**config.mk**
```make
export PLATFORM = sky130hd
export DESIGN_NAME = float_narrow_convert_pipe
export DESIGN_NICKNAME = d
export VERILOG_FILES = /design/src/rtl/fp_fmt_pkg.sv /design/src/rtl/fp_narrow_lane.sv /design/src/rtl/float_narrow_convert_pipe.sv
export SDC_FILE = /design/constraint.sdc
export NUM_CORES = 1
export LEC_CHECK = 0
export CAP_MARGIN = 25
export CORE_MARGIN = 3
export CORE_UTILIZATION = 61
export DETAILED_ROUTE_END_ITERATION = 8
export DONT_BUFFER_PORTS = 1
export PLACE_DENSITY_LB_ADDON = 0.25
export SLEW_MARGIN = 20
export SYNTH_ARGS = -nofsm -noshare
export SYNTH_HDL_FRONTEND = slang
export SYNTH_HIERARCHICAL = 1
export SYNTH_SLANG_ARGS = --single-unit
```
**constraint.sdc**
```tcl
create_clock -name aclk -period 3.6 [get_ports aclk]
set_input_delay 0.72 -clock aclk [delete_from_list [all_inputs] [get_ports aclk]]
set_output_delay 0.72 -clock aclk [all_outputs]
set_load 0.005 [all_outputs]
```
**src/rtl/fp_fmt_pkg.sv**
```systemverilog
// Shared floating-point format helpers for the narrowing converter:
// exponent constants, flag bit positions, rounding encodings and lane classes.
package fp_fmt_pkg;

  localparam int FLAG_OVF = 0;
  localparam int FLAG_UNF = 1;
  localparam int FLAG_INX = 2;
  localparam int NFLAGS   = 3;

  localparam logic RND_RTZ = 1'b0;
  localparam logic RND_RNE = 1'b1;

  typedef enum logic [2:0] {
    CLS_NORM = 3'd0,
    CLS_ZERO = 3'd1,
    CLS_UNF  = 3'd2,
    CLS_OVF  = 3'd3,
    CLS_INF  = 3'd4,
    CLS_NAN  = 3'd5
  } fp_class_e;

  function automatic int fp_bias(input int w);
    return (1 << (w - 1)) - 1;
  endfunction

  function automatic int fp_exp_ones(input int w);
    return (1 << w) - 1;
  endfunction

endpackage

```
**src/rtl/fp_narrow_lane.sv**
```systemverilog
// One conversion lane: stage 1 classifies and splits the fraction,
// stage 2 rounds, packs and produces {inexact, underflow, overflow}.
module fp_narrow_lane
  import fp_fmt_pkg::*;
#(
  parameter int IN_EXP  = 8,
  parameter int IN_MAN  = 23,
  parameter int OUT_EXP = 5,
  parameter int OUT_MAN = 10
) (
  input  logic                       aclk,
  input  logic                       rstn,
  input  logic                       ld1,
  input  logic                       ld2,
  input  logic                       rnd_mode,
  input  logic [IN_EXP+IN_MAN:0]     in_word,
  output logic [OUT_EXP+OUT_MAN:0]   out_word,
  output logic [NFLAGS-1:0]          out_flags
);

  localparam int EW = IN_EXP + 2;
  localparam int OW = 1 + OUT_EXP + OUT_MAN;
  localparam logic [IN_EXP-1:0]     IN_ONES   = {IN_EXP{1'b1}};
  localparam logic [OUT_EXP-1:0]    OUT_ONES  = {OUT_EXP{1'b1}};
  localparam logic [OUT_EXP-1:0]    OUT_EMAX  = {OUT_ONES[OUT_EXP-1:1], 1'b0};
  localparam logic signed [EW-1:0]  BIAS_DIFF = EW'(fp_bias(IN_EXP) - fp_bias(OUT_EXP));
  localparam logic signed [EW-1:0]  E_OVF     = EW'(fp_exp_ones(OUT_EXP));
  localparam logic signed [EW-1:0]  E_ZERO    = '0;

  logic                 in_sign_s;
  logic [IN_EXP-1:0]    in_exp_s;
  logic [IN_MAN-1:0]    in_frac_s;
  logic [IN_MAN-1:0]    rest_s;

  fp_class_e            s1_cls_d, s1_cls_q;
  logic                 s1_sign_d, s1_sign_q;
  logic signed [EW-1:0] s1_exp_d, s1_exp_q;
  logic [OUT_MAN-1:0]   s1_frac_d, s1_frac_q;
  logic                 s1_g_d, s1_g_q;
  logic                 s1_st_d, s1_st_q;
  logic                 s1_rnd_d, s1_rnd_q;

  logic                 inc_s;
  logic [OUT_MAN:0]     sum_s;
  logic signed [EW-1:0] exp_n_s;
  logic [OW-1:0]        out_word_d, out_word_q;
  logic [NFLAGS-1:0]    out_flags_d, out_flags_q;

  assign {in_sign_s, in_exp_s, in_frac_s} = in_word;

  // Stage 1: re-bias exponent, split fraction into kept/guard/sticky, classify.
  always_comb begin
    s1_sign_d = in_sign_s;
    s1_rnd_d  = rnd_mode;
    s1_exp_d  = $signed({2'b00, in_exp_s}) - BIAS_DIFF;
    s1_frac_d = in_frac_s[IN_MAN-1 -: OUT_MAN];
    s1_g_d    = in_frac_s[IN_MAN-OUT_MAN-1];
    rest_s    = in_frac_s << (OUT_MAN + 1);
    s1_st_d   = |rest_s;
    if (in_exp_s == IN_ONES) begin
      s1_cls_d = (|in_frac_s) ? CLS_NAN : CLS_INF;
    end else if (in_exp_s == '0) begin
      s1_cls_d = (|in_frac_s) ? CLS_UNF : CLS_ZERO;
    end else if (s1_exp_d <= E_ZERO) begin
      s1_cls_d = CLS_UNF;
    end else if (s1_exp_d >= E_OVF) begin
      s1_cls_d = CLS_OVF;
    end else begin
      s1_cls_d = CLS_NORM;
    end
  end

  // Stage 1 registers, loaded only when a beat is accepted.
  always_ff @(posedge aclk or negedge rstn) begin
    if (!rstn) begin
      s1_cls_q  <= CLS_ZERO;
      s1_sign_q <= 1'b0;
      s1_exp_q  <= '0;
      s1_frac_q <= '0;
      s1_g_q    <= 1'b0;
      s1_st_q   <= 1'b0;
      s1_rnd_q  <= 1'b0;
    end else if (ld1) begin
      s1_cls_q  <= s1_cls_d;
      s1_sign_q <= s1_sign_d;
      s1_exp_q  <= s1_exp_d;
      s1_frac_q <= s1_frac_d;
      s1_g_q    <= s1_g_d;
      s1_st_q   <= s1_st_d;
      s1_rnd_q  <= s1_rnd_d;
    end
  end

  // Stage 2: round, propagate a fraction carry into the exponent, pack.
  always_comb begin
    inc_s       = (s1_rnd_q == RND_RNE) && s1_g_q && (s1_st_q || s1_frac_q[0]);
    sum_s       = {1'b0, s1_frac_q} + {{OUT_MAN{1'b0}}, inc_s};
    exp_n_s     = s1_exp_q + $signed({{(EW-1){1'b0}}, sum_s[OUT_MAN]});
    out_word_d  = '0;
    out_flags_d = '0;
    case (s1_cls_q)
      CLS_NAN: out_word_d = {s1_sign_q, OUT_ONES, 1'b1, {(OUT_MAN-1){1'b0}}};
      CLS_INF: out_word_d = {s1_sign_q, OUT_ONES, {OUT_MAN{1'b0}}};
      CLS_ZERO: out_word_d = {s1_sign_q, {(OUT_EXP+OUT_MAN){1'b0}}};
      CLS_UNF: begin
        out_word_d            = {s1_sign_q, {(OUT_EXP+OUT_MAN){1'b0}}};
        out_flags_d[FLAG_UNF] = 1'b1;
        out_flags_d[FLAG_INX] = 1'b1;
      end
      CLS_OVF: begin
        out_flags_d[FLAG_OVF] = 1'b1;
        out_flags_d[FLAG_INX] = 1'b1;
        if (s1_rnd_q == RND_RTZ) begin
          out_word_d = {s1_sign_q, OUT_EMAX, {OUT_MAN{1'b1}}};
        end else begin
          out_word_d = {s1_sign_q, OUT_ONES, {OUT_MAN{1'b0}}};
        end
      end
      CLS_NORM: begin
        out_flags_d[FLAG_INX] = s1_g_q | s1_st_q;
        if (exp_n_s >= E_OVF) begin
          out_word_d            = {s1_sign_q, OUT_ONES, {OUT_MAN{1'b0}}};
          out_flags_d[FLAG_OVF] = 1'b1;
        end else begin
          out_word_d = {s1_sign_q, exp_n_s[OUT_EXP-1:0], sum_s[OUT_MAN-1:0]};
        end
      end
      default: begin
        out_word_d  = '0;
        out_flags_d = '0;
      end
    endcase
  end

  // Stage 2 registers drive the output beat and hold while stalled.
  always_ff @(posedge aclk or negedge rstn) begin
    if (!rstn) begin
      out_word_q  <= '0;
      out_flags_q <= '0;
    end else if (ld2) begin
      out_word_q  <= out_word_d;
      out_flags_q <= out_flags_d;
    end
  end

  assign out_word  = out_word_q;
  assign out_flags = out_flags_q;

endmodule

```
**src/rtl/float_narrow_convert_pipe.sv**
```systemverilog
// Multi-lane narrowing float converter: two-stage valid/ready pipeline with
// global clock enable and per-lane sticky exception flags.
module float_narrow_convert_pipe
  import fp_fmt_pkg::*;
#(
  parameter int IN_EXP  = 8,
  parameter int IN_MAN  = 23,
  parameter int OUT_EXP = 5,
  parameter int OUT_MAN = 10,
  parameter int LANES   = 1
) (
  input  logic                               aclk,
  input  logic                               rstn,
  input  logic                               clken,
  input  logic                               rnd_mode,
  input  logic                               s_valid,
  output logic                               s_ready,
  input  logic [LANES*(1+IN_EXP+IN_MAN)-1:0] s_data,
  output logic                               m_valid,
  input  logic                               m_ready,
  output logic [LANES*(1+OUT_EXP+OUT_MAN)-1:0] m_data,
  output logic [LANES*NFLAGS-1:0]            m_flags,
  input  logic                               clr_flags,
  output logic [LANES*NFLAGS-1:0]            sticky_flags
);

  localparam int IW = 1 + IN_EXP + IN_MAN;
  localparam int OW = 1 + OUT_EXP + OUT_MAN;

  logic                      adv1_s, adv2_s, ld1_s, ld2_s, hs_s;
  logic                      v1_d, v1_q, v2_d, v2_q;
  logic [LANES*NFLAGS-1:0]   sticky_d, sticky_q;

  // Handshake control; a clear coinciding with a handoff keeps that beat's flags.
  always_comb begin
    adv2_s = clken && (!v2_q || m_ready);
    adv1_s = clken && (!v1_q || adv2_s);
    ld1_s  = adv1_s && s_valid;
    ld2_s  = adv2_s && v1_q;
    v1_d   = adv1_s ? s_valid : v1_q;
    v2_d   = adv2_s ? v1_q : v2_q;
    hs_s   = clken && v2_q && m_ready;
    if (clken && clr_flags) begin
      sticky_d = hs_s ? m_flags : '0;
    end else if (hs_s) begin
      sticky_d = sticky_q | m_flags;
    end else begin
      sticky_d = sticky_q;
    end
  end

  // Stage valid bits and sticky flag accumulator.
  always_ff @(posedge aclk or negedge rstn) begin
    if (!rstn) begin
      v1_q     <= 1'b0;
      v2_q     <= 1'b0;
      sticky_q <= '0;
    end else begin
      v1_q     <= v1_d;
      v2_q     <= v2_d;
      sticky_q <= sticky_d;
    end
  end

  assign s_ready      = adv1_s;
  assign m_valid      = v2_q;
  assign sticky_flags = sticky_q;

  for (genvar i = 0; i < LANES; i++) begin : g_lane
    fp_narrow_lane #(
      .IN_EXP  (IN_EXP),
      .IN_MAN  (IN_MAN),
      .OUT_EXP (OUT_EXP),
      .OUT_MAN (OUT_MAN)
    ) u_lane (
      .aclk      (aclk),
      .rstn      (rstn),
      .ld1       (ld1_s),
      .ld2       (ld2_s),
      .rnd_mode  (rnd_mode),
      .in_word   (s_data[i*IW +: IW]),
      .out_word  (m_data[i*OW +: OW]),
      .out_flags (m_flags[i*NFLAGS +: NFLAGS])
    );
  end

endmodule

```
### Yosys cells after proc, flatten, opt, wreduce, memory -nomap -nowiden

Index checks and enable logic that the tools add are counted.
W data, S select, Z words.

| storage, ports and cells | value |
|---|---|
| input port bits | 39 |
| word-level logic and storage cells | 63 |
| register bits after elaboration | 51 |
| output and inout bits | 24 |

| cells by class | value |
|---|---|
| $add $sub $neg | 3 |
| reduce and logical (&&, ||, !) cells | 21 |
| order comparisons | 3 |
| bitwise gates (word level) | 2 |
| muxes and demuxes | 16 |
| equality and inequality tests | 6 |

Operators with widths:

| kind | count |
|---|---|
| $pmux W16 S5 | 1 |
| $reduce_or A23 Y1 | 1 |
| $ge A10 B6 Y1 const B | 2 |
| $mux W3 | 6 |
| $mux W15 | 1 |
| $reduce_or A12 Y1 | 1 |
| $add A10 B1 Y11 | 1 |
| $mux W11 | 1 |
| $add A10 B2 Y10 | 1 |
| $le A10 B1 Y1 const B | 1 |
| $logic_and A1 B1 Y1 | 9 |
| $sub A8 B7 Y9 const B | 1 |
| $eq A8 B8 Y1 const B | 1 |
| $logic_not A8 Y1 | 1 |
| $eq A3 B2 Y1 const B | 2 |
| $eq A3 B3 Y1 const B | 2 |
| $mux W2 | 2 |
| $pmux W1 S2 | 2 |
| $reduce_or A2 Y1 | 2 |
| $eq A3 B1 Y1 const B | 1 |
| $logic_not A3 Y1 | 1 |
| $logic_or A1 B1 Y1 | 3 |
| $mux W1 | 3 |
| $or A3 B3 Y3 | 1 |
| other kinds (3) | 4 |

### Depth between registers and ports, before layout

| depth | value |
|---|---|
| depth after elaboration | 7 |
| gate-level depth with buffers | 13 |
| mapped depth without buffers | 12 |

### Hierarchy

Netlist, hierarchy kept.

Modules (own cells, without submodules):

| module | seq. area each (um^2) | cells each | area each (um^2) | instances |
|---|---|---|---|---|
| fp_narrow_lane | 1127.3 | 238 | 2476.1 | 1 |
| float_narrow_convert_pipe | 125.1 | 21 | 240.2 | 1 |

### Worst setup path before layout

No wires, ideal clock.

| path | value |
|---|---|
| path kind | register to register |
| start | reg g_lane[0].u_lane.s1_rnd_q |
| end | reg g_lane[0].u_lane.out_word_q[0] |
| data required time | 3.508 ns |
| stages on the path, launching flop included | 14 |
| arrival | 2.936 ns |
| buffers on the path | 1 |
| path slack | 0.572 ns |
| clock period less this slack | 3.028 ns |
| setup time | 0.092 ns |
| cells stage by stage | dfrtp_1 > o211a_1 > ha_1 > ha_1 > nand2_1 > nor4_1 > ha_1 > ha_1 > and4b_1 > o211ai_2 > o211ai_2 > or4_4 > buf_6 > o221ai_2 |

| between the ends | value |
|---|---|
| cells in the longest elaborated chain, start to end | 7 |
| elaborated cells on any way between the ends | 8 |
| those cells by class | add/sub: 2; order compare: 1; mux: 3; reduce/logical: 2 |

RTL lines:

| what | RTL line | RTL |
|---|---|---|
| start, declared | fp_narrow_lane.sv:41 | `logic s1_rnd_d, s1_rnd_q;` |
| start signal, assigned | fp_narrow_lane.sv:90 | `s1_rnd_q <= s1_rnd_d;` |
| $logic_and A1 B1 Y1 (2 in a row) | fp_narrow_lane.sv:96 | `inc_s = (s1_rnd_q == RND_RNE) && s1_g_q && (s1_st_q \|\| s1_frac_q[0]);` |
| $add A10 B1 Y11 | fp_narrow_lane.sv:97 | `sum_s = {1'b0, s1_frac_q} + {{OUT_MAN{1'b0}}, inc_s};` |
| $add A10 B2 Y10 | fp_narrow_lane.sv:98 | `exp_n_s = s1_exp_q + $signed({{(EW-1){1'b0}}, sum_s[OUT_MAN]});` |
| $ge A10 B6 Y1 | fp_narrow_lane.sv:121 | `if (exp_n_s >= E_OVF) begin` |
| $mux W15 | fp_narrow_lane.sv:121 |  |
| $pmux W16 S5 (*) | fp_narrow_lane.sv:101 | `case (s1_cls_q)` |
| end signal, assigned | fp_narrow_lane.sv:141 | `out_word_q <= out_word_d;` |
| end, declared | fp_narrow_lane.sv:46 | `logic [OW-1:0] out_word_d, out_word_q;` |

Mark *: on every way between the ends. The rest lies on a longest branch, timed or not.
A chain may end at the register's enable or synchronous reset.

### Worst setup path in the final report

| path | value |
|---|---|
| start | reg g_lane[0].u_lane.s1_rnd_q |
| end | reg g_lane[0].u_lane.out_word_q[6] |

The elaborated chain is that of the path after synthesis.

==> key figures <==
Clock network
  – Worst skew pair latency: around 0.3 ns
  – Post-CTS Hold Buffers: 0
  – Total setup buffers inserted after CTS: 0
  – H-Tree Level Count: 2
  – CTS tree: yes
  – Clock Pin Slew Worst Setup and Hold Paths: 0.09 ns
  – TritonCTS buffer count: 5
  – Clock Tree Buf Depth: 2
  – CTS Sinks: 50
  – Root Buffer: clkbuf_8

Synth
  – Post-synth EDFFs: 0
  – Async set-reset flop share out of synthesis: 100%
  – Synth Register Bits: 50
  – Synthesis Warnings: 6
  – Cells after Synth: around 260
  – Synth cell types: 52
  – Sequential fraction of the synthesis area: between 40 and 50%
  – Syn Nets: 305
  – Predominant post-synthesis flop cell: dfrtp_1
  – Syn avg cell area: 10.5 um2
  – Cell Area, Synth: 0.00272 mm2

STA
  – Worst slew pin tran: 0.654 ns
  – Final setup fails: 0
  – Min Tclk post-route: about 3.4 ns
  – Fmax: around 0.30 GHz
  – Post-route clock skew: around 0.011 ns
  – Slew headroom: 56.4%
  – Final count of pins violating max slew: 0
  – Final Cycle Share: 93.7%
  – Setup ws final: 0.225 ns
  – Hold Vio Cnt, Final: 0
  – Final hold slack: 0.105 ns

Finish
  – Filler cells: roughly 340
  – Layout cells sized above 1: 20.2%
  – Total Nets Final: 302
  – Fin util: 68.8%
  – Area Overhead vs Synth: 4.97%
  – Antenna Cells: 0
  – Non-filler cells, final: 307

Die
  – Core footprint: 0.00414 mm2
  – Die area: ~0.0053 mm2
  – Overall die height: 72.7 um
  – Number of top-level pins: 63
  – Die Wd: 72.7 um
  – Site row count: 23
  – Initial core utilization: 65.5%

Global routing
  – Vias in the first global route: 1809
  – Tot GR Track Use: around a fifth
  – Gr ovfl total: 0
  – Antenna violations before repair: 1
  – First-pass GRT wire length: 8.25 mm
  – Largest net degree at the start of global routing: 51

Route
  – WL/cell: 16.8 um
  – Post-route ant nets: 0
  – Via density: between 6 and 7
  – Drt drc: 0
  – Final WL: 5.16 mm
  – Pre-Repair DR Iteration Count: 4
  – Vias: 1919
  – Iteration-0 DRC Markers: 94

Placed design
  – Post-place setup slack: 0.124 ns
  – HPWL after DPL: 3.85 mm
  – Cells after DPL: 299
  – GP Congestion: 0.887
  – PortBufs: 0

Pwr
  – P per Cell Area: 569 mW/mm2
  – Comb power frac: between 20 and 25%
  – Peak supply drop: about 0.32 mV
  – Psw: 0.502 mW
  – P_leak: between 1 and 1.5 nW
  – Total Power: 1.62 mW
  – Sw frac: a little under a third
  – Design internal power: 1.12 mW
  – Part of the power in registers: 53.8%
  – Clk pwr share: 23.5%

Worst hold path
  – Worst Hold Class: primary input to asynchronous set/reset pin

Worst setup path
  – Worst path top cell family by delay: simple AND/OR/NAND/NOR gates
  – Slowest CP cell: or4_4
  – Crit path required time: 3.81 ns
  – Cell breakdown of the critical path: o211a_1 -> ha_1 -> ha_1 -> nand2_1 -> nor4_2 -> ha_2 -> ha_2 -> and4b_1 -> o211ai_2 -> o211ai_2 -> or4_4 -> o221ai_2
  – Buf+Inv Stages, Crit Path: 0
  – CP Launch Type: register
  – CP arrival: 3.59 ns
  – Critical Path End Type: register
  – Max incr delay on CP: 0.63 ns
  – Maximum fanout along the worst path: 10
  – Worst Path Class, Setup: register to register

Run
  – Max-cap viol count: 0

Run status
  – Status: completed
path summary, 6_finish.rpt:
path | from | to | slack, ns | cells after the start
max reg2reg | g_lane[0].u_lane/s1_rnd_q | g_lane[0].u_lane/out_word[6] | 0.23 | 12
max in group asynchronous | rstn | g_lane[0].u_lane/s1_cls_q[0] | 3.31 | 0
min in group aclk | s_data[27] | g_lane[0].u_lane/s1_exp_q[4] | 0.49 | 1
max | g_lane[0].u_lane/s1_rnd_q | g_lane[0].u_lane/out_word[6] | 0.23 | 12
min reg2reg | g_lane[0].u_lane/s1_exp_q[0] | g_lane[0].u_lane/s1_exp_q[0] | 0.53 | 1
min | rstn | g_lane[0].u_lane/s1_cls_q[2] | 0.10 | 0
power by group through the flow:
stage	sequential (mW)	clock (mW)	combinational, mW
after floorplan	0.837	0	0.321
after global placement	0.881	0	0.354
after detailed placement	0.888	0	0.362
after CTS	0.875	0.391	0.365
after global routing	0.898	0.410	0.412
final	0.873	0.382	0.367
logic make-up after synthesis:
kind of cell    Yosys count  synth area share [%]
buf+inv                  33                  5.11
compound gates           55                  16.8
xor+xnor                 13                  4.19
flops                    50                  46.1
fa+ha+maj                 7                  3.22
mux                      21                  8.66
simple gates             80                  15.9
Yosys cell counts (3+ instances only):
master,n,share of area (%)
ha_1,7,3.2
o21ai_0,8,1.5
nand2b_1,3,0.69
a21oi_1,11,2.0
nand2_1,22,3.0
clkbuf_1,8,1.1
inv_1,22,3.0
a22o_1,3,0.97
nand3_1,10,1.8
nor2_1,12,1.7
o221ai_2,10,5.5
nor3_1,4,0.74
mux2_2,20,8.3
xor2_1,6,1.9
o22ai_1,4,0.92
dfrtp_1,49,45
xnor2_1,7,2.3
nor4_1,8,1.8
metrics by stage:
stage               setup TNS, ns  cell area (um2)
floorplan                       0             2720
global placement                0             2730
detailed placement              0             2730
CTS                             0             2840
global route              -0.0118             2850
finish                          0             2850
state kept, by name, indices dropped and copies added, names as in the netlist, 3 cells and up:
name	flops
g_lane.u_lane/out_word	16
g_lane.u_lane/s1_frac_q	10
g_lane.u_lane/s1_exp_q	9
g_lane.u_lane/out_flags	3
g_lane.u_lane/s1_cls_q	3
sticky_flags	3
routing by layer:
layer / GRT usage (%) / share of wire, % / up-vias / routed length [um]
met5: 0 / 0.14 / - / 7
met4: 6.76 / 0.91 / 2 / 47
met3: 6.34 / 8.0 / 7 / 412
met2: 30.0 / 44 / 65 / 2300
met1: 27.7 / 46 / 898 / 2400
li1: - / - / 947 / -
cell usage in the layout (no fill, tap or decap), types with 2 or more instances in the layout:
| master | count |
|---|---|
| nor4_1 | 7 |
| clkbuf_8 | 5 |
| o211ai_2 | 2 |
| nor3_1 | 4 |
| nor3b_1 | 2 |
| inv_1 | 22 |
| o22ai_1 | 4 |
| a22o_1 | 3 |
| and3_1 | 2 |
| o21bai_1 | 2 |
| o21ai_0 | 8 |
| a22oi_1 | 2 |
| ha_1 | 5 |
| ha_2 | 2 |
| dfrtp_1 | 49 |
| nor2b_1 | 2 |
| a31oi_1 | 2 |
| xor2_1 | 6 |
| clkbuf_1 | 2 |
| nor2_1 | 12 |
| nand3b_1 | 2 |
| a21oi_1 | 10 |
| nand4_1 | 2 |
| xnor2_1 | 7 |
| nand2b_1 | 3 |
| nand2_1 | 22 |
| nand3_1 | 10 |
| o221ai_2 | 10 |
| or2_2 | 2 |
| mux2_2 | 20 |
cell type report:
cell class                 count  area (um2)  area share, %
multi-input combinational    176        1340           47.0
sequential                    50        1250           43.9
inverter                      22        82.6           2.90
clock buffer                   7        76.3           2.68
tap                           50        62.6           2.19
clock inverter                 1        30.0           1.05
timing repair buffer           1        7.51          0.263
what timing repair did:
action / in CTS / in global routing
endpoints found under the setup margin: 0 / 10
endpoints found under the hold margin: 0 / 0
resized for setup: 0 / 3
worst reg2reg max path, stage by stage, from the launching register on:
cell and delay, ns:
dfrtp_1 0.40, o211a_1 0.16, ha_1 0.16, ha_1 0.20
nand2_1 0.12, nor4_2 0.36, ha_2 0.30, ha_2 0.24
and4b_1 0.21, o211ai_2 0.15, o211ai_2 0.16, or4_4 0.63
o221ai_2 0.21
Power figures use the tool's default switching activity.
